[src/rtl/uart_rx.sv]
// uart_rx: 8N1 serial receiver, 2-flop input synchroniser, mid-bit sampling.
// Optional frame-error pulse output enabled by defining UART_RX_FRAME_ERR_EN.
module uart_rx #(
  parameter int INPUT_CLK = 100000000,
  parameter int BAUD_RATE = 9600
) (
  input  logic       clk,
  input  logic       reset,
  input  logic       rx,
  output logic [7:0] rx_data,
  output logic       rx_valid,
  output logic       rx_busy
`ifdef UART_RX_FRAME_ERR_EN
  ,
  output logic       rx_frame_err
`endif
);

  // CLKS_PER_BIT must be at least 4 for the half-bit start check to work.
  localparam int CLKS_PER_BIT = INPUT_CLK / BAUD_RATE;
  localparam int HALF_BIT     = CLKS_PER_BIT / 2;
  localparam int BAUD_W       = $clog2(CLKS_PER_BIT);

  localparam logic [BAUD_W-1:0] BIT_END  = BAUD_W'(CLKS_PER_BIT - 1);
  localparam logic [BAUD_W-1:0] HALF_END = BAUD_W'(HALF_BIT - 1);

  typedef enum logic [1:0] {
    IDLE,
    START,
    DATA,
    STOP
  } state_t;

  state_t             state;
  logic               rx_meta;
  logic               rx_s;
  logic               armed;
  logic [BAUD_W-1:0]  baud_cnt;
  logic [2:0]         bit_cnt;
  logic [7:0]         shreg;

  // Two-flop synchroniser; idles high so reset never fakes a start bit.
  always_ff @(posedge clk or posedge reset) begin
    if (reset) begin
      rx_meta <= 1'b1;
      rx_s    <= 1'b1;
    end else begin
      rx_meta <= rx;
      rx_s    <= rx_meta;
    end
  end

  // Receive FSM with registered outputs and sample timing counters.
  always_ff @(posedge clk or posedge reset) begin
    if (reset) begin
      state    <= IDLE;
      armed    <= 1'b1;
      baud_cnt <= '0;
      bit_cnt  <= '0;
      shreg    <= '0;
      rx_data  <= '0;
      rx_valid <= 1'b0;
      rx_busy  <= 1'b0;
`ifdef UART_RX_FRAME_ERR_EN
      rx_frame_err <= 1'b0;
`endif
    end else begin
      rx_valid <= 1'b0;
`ifdef UART_RX_FRAME_ERR_EN
      rx_frame_err <= 1'b0;
`endif
      unique case (state)
        IDLE: begin
          // A held-low line after a bad stop must go high before rearming.
          if (rx_s) begin
            armed <= 1'b1;
          end else if (armed) begin
            state    <= START;
            rx_busy  <= 1'b1;
            baud_cnt <= '0;
            bit_cnt  <= '0;
          end
        end
        START: begin
          if (baud_cnt == HALF_END) begin
            baud_cnt <= '0;
            if (rx_s) begin
              state   <= IDLE;
              rx_busy <= 1'b0;
            end else begin
              state <= DATA;
            end
          end else begin
            baud_cnt <= baud_cnt + 1'b1;
          end
        end
        DATA: begin
          if (baud_cnt == BIT_END) begin
            baud_cnt <= '0;
            shreg    <= {rx_s, shreg[7:1]};
            bit_cnt  <= bit_cnt + 1'b1;
            if (bit_cnt == 3'd7) begin
              state <= STOP;
            end
          end else begin
            baud_cnt <= baud_cnt + 1'b1;
          end
        end
        STOP: begin
          if (baud_cnt == BIT_END) begin
            baud_cnt <= '0;
            state    <= IDLE;
            rx_busy  <= 1'b0;
            armed    <= rx_s;
            if (rx_s) begin
              rx_data  <= shreg;
              rx_valid <= 1'b1;
            end
`ifdef UART_RX_FRAME_ERR_EN
            else begin
              rx_frame_err <= 1'b1;
            end
`endif
          end else begin
            baud_cnt <= baud_cnt + 1'b1;
          end
        end
        default: begin
          state   <= IDLE;
          rx_busy <= 1'b0;
        end
      endcase
    end
  end

endmodule

[config.mk]
export PLATFORM = sky130hd
export DESIGN_NAME = uart_rx
export DESIGN_NICKNAME = d
export VERILOG_FILES = /design/src/rtl/uart_rx.sv
export SDC_FILE = /design/constraint.sdc
export NUM_CORES = 1
export LEC_CHECK = 0
export BUFFER_PORTS_ARGS = -buffer_cell sky130_fd_sc_hd__buf_2
export CAP_MARGIN = 5
export CORE_UTILIZATION = 50
export CTS_CLUSTER_SIZE = 28
export DETAILED_ROUTE_END_ITERATION = 16
export PLACE_DENSITY = 0.78
export SLEW_MARGIN = 20
export SYNTH_ARGS = -nofsm -noshare
export SYNTH_HDL_FRONTEND = slang
export SYNTH_SLANG_ARGS = --single-unit
[constraint.sdc]
create_clock -name clk -period 2.7 [get_ports clk]
set_input_delay 0.54 -clock clk [delete_from_list [all_inputs] [get_ports clk]]
set_output_delay 0.54 -clock clk [all_outputs]
set_load 0.03 [all_outputs]
==> summary.txt <==
Worst Hold Depth: 1
worst hold endpoint: rx_meta
Yosys Warn Count: 0
ANT cells: 0
register area: 1000 um2
drt wl/cell: 14.4 um
period utilization: 79.9%
initial antenna violation count: 0
die area: 4120 um2
GRT Util Overall: 18.7%
Area Overhead vs Synth: 9.58%
Met3 Wirelength: 126 um
post-synthesis register bit count: 40
Post-CTS Hold Buffers: 0
syn avg cell area: 11.4 um2
via count: 1315
postcts setup bufs: 0
vias in the first global route: 1307
num rows: 22
path depth of the worst reg2reg path: 5
Core Area: 3690 um2
Final HPWL DP: 2320 um
Die Ht: 64.2 um
Rel. slew slack: 56.3%
reg2reg setup slack: 0.54 ns
Final Setup Violations: 0
Final Hold Viols: 0
Final Slew Violations: 0
Die X: 64.2 um
H-tree depth: 2
multi-input logic area: 871 um2
leading cell type in the layout, fill and taps excluded: dfrtp_1
CP max FO: 10
HP Class: input port to register
crit end category: register
area post-placement: 2030 um2
Skew-Pair Late Insertion Delay: 0.29 ns
Max Freq: 0.464 GHz
worst r2r src: baud_cnt[0]
Psw: 503 uW
maximum vdd drop: 434 uV
status: completed
RR Endpoint: shreg[5]
clock share of power: 25.5%
GRT Residual Overflow: 0
clock-pin transition on the worst setup and hold timing paths: 0.07 ns
Ports: 13
Max Clock Skew: 0.0101 ns
Total Power: 1.48 mW
clock sinks: 40
Cells after Synth: 169
total CTS buffers: 5
Min Clock Period, post-route: 2.16 ns
max layer used: met4
Post-synth EDFFs: 0
WL final: 3330 um
routed wl met2: 1560 um
Design Area, Final: 2120 um2
power density over the cells: 700 nW/um2
most frequent cells in the layout: dfrtp_1 (37), nand2_1 (20), mux2_2 (18)
Residual DRC: 0
post-CTS sizing: 0
Netlist cell types: 38
Worst Path Arrival: 2.33 ns
Req. time, crit path: 2.88 ns
first-pass GRT wire length: 5870 um
Worst Hold Launch: rx
Startpoint Class: register
Initial Util: 52.4%
syn_nets: 175
register share of total power: 52.6%
number of DRC markers in iteration 0: 48
nets: 188
P_int: 979 uW
ratio of cells with drive above 1 in the final layout: 26.2%
port buffer count: 12
number of max-cap violations: 0
sequential share of the synthesized area: 52.0%
Filler cells: 322
Logic pwr share: 21.9%
TritonCTS clock tree: done
post-synthesis cell area: 1930 um2
first-pass iteration count of the detailed router: 4
Setup TNS: 0 ns
Longest Clk Path Bufs: 2
worst-margin pin slew: 0.650 ns
RSZ-0062 raised after global routing: no
critical path type: register to register
largest net degree at the start of global routing: 41
FFs w/ async S/R, synth: 100%
Post-synth top flop: dfrtp_1
sw frac: 34.0%
routed vias/inst: 5.69
DRT met1 WL: 1600 um
Leak Pwr: 1.05 nW
CTS root buf: clkbuf_8
Routability Congestion: 0.936
Post-DRT Antenna Nets: 0
[cells in the mapped netlist, types with 2 or more instances]
| master | count | area [um2] |
|---|---|---|
| xor2_1 | 2 | 17.5 |
| and3_1 | 4 | 25.0 |
| dfstp_2 | 3 | 78.8 |
| o21ai_0 | 5 | 25.0 |
| clkbuf_1 | 4 | 15.0 |
| nor3_1 | 3 | 15.0 |
| and4_1 | 2 | 17.5 |
| a41oi_1 | 3 | 26.3 |
| dfrtp_1 | 37 | 926 |
| mux2_2 | 18 | 203 |
| nand2_1 | 20 | 75.1 |
| inv_1 | 6 | 22.5 |
| a21oi_1 | 5 | 25.0 |
| nand2b_1 | 2 | 12.5 |
| a31oi_1 | 7 | 43.8 |
| a22o_1 | 9 | 78.8 |
| ha_1 | 3 | 37.5 |
| nor2_1 | 7 | 26.3 |
| nand3_1 | 6 | 30.0 |
| nor4b_4 | 2 | 47.6 |
| o21a_1 | 2 | 15.0 |
| buf_2 | 3 | 15.0 |
[cell families (layout without fill, tap and decap cells)]
group | Yosys count | count (layout) | share of synthesized area [%]
adders and majority gates | 3 | 3 | 1.94
and+or+nand+nor | 56 | 56 | 18.4
muxes | 18 | 18 | 10.5
AOI/OAI and AO/OA | 35 | 35 | 12.9
xor gates and xnor gates | 3 | 3 | 1.36
buffers and inverters | 14 | 28 | 2.98
DFF | 40 | 40 | 52.0
[power by group through the flow]
stage	registers (mW)	clock network, mW	logic [mW]
2_1_floorplan	0.729	0	0.315
3_3_place_gp	0.778	0	0.312
3_5_place_dp	0.789	0	0.327
4_1_cts	0.778	0.394	0.328
5_1_grt	0.794	0.417	0.372
6_report	0.780	0.378	0.325
[worst max-delay path by stage]
stage	start	end	slack [ns]	cells after the start
after floorplan	baud_cnt[0]	shreg[0]	0.78	6
after global placement	baud_cnt[0]	shreg[0]	0.67	5
after detailed placement	baud_cnt[0]	shreg[0]	0.55	5
after CTS	baud_cnt[0]	shreg[4]	0.55	5
after global routing	baud_cnt[0]	shreg[7]	0.41	5
final	baud_cnt[0]	shreg[5]	0.54	5
[sequential cells by signal, indices dropped and copies added (netlist names), named ones only]
name / count
armed: 1
shreg: 8
rx_data: 8
bit_cnt: 3
baud_cnt: 14
rx_valid: 1
rx_s: 1
rx_meta: 1
rx_busy: 1
state: 1
[routing by layer]
metal | vias to the layer above | track usage [%]
met1 | 645 | 25.1
li1 | 642 | -
met2 | 22 | 28.9
met4 | 0 | 6.67
met5 | - | 0
met3 | 6 | 5.36
[worst max-delay path, stage by stage, from the launching register on]
cell      delay [ns]
dfrtp_1         0.43
ha_1            0.22
and3_1          0.30
nand4b_4        0.24
nor3b_4         0.47
mux2_2          0.39
[metrics by stage]
stage	util [%]	setup WS, ns	instances	hold WS, ns
after floorplan	-	0.780	169	0.345
after global placement	55.1	0.670	223	0.346
after detailed placement	55.1	0.549	223	0.349
after CTS	57.4	0.550	231	0.329
after global routing	57.4	0.406	231	0.327
final	57.4	0.543	231	0.344
[area by class of cell]
cell class | instances | share of cell area (%)
multi-input cells | 115 | 41.1
clock inverters | 2 | 0.591
well taps | 48 | 2.84
clock buffers | 6 | 3.43
flip-flops and latches | 40 | 47.4
repair buffers | 14 | 3.54
inverters | 6 | 1.06
(Power assumes the default switching activity.)
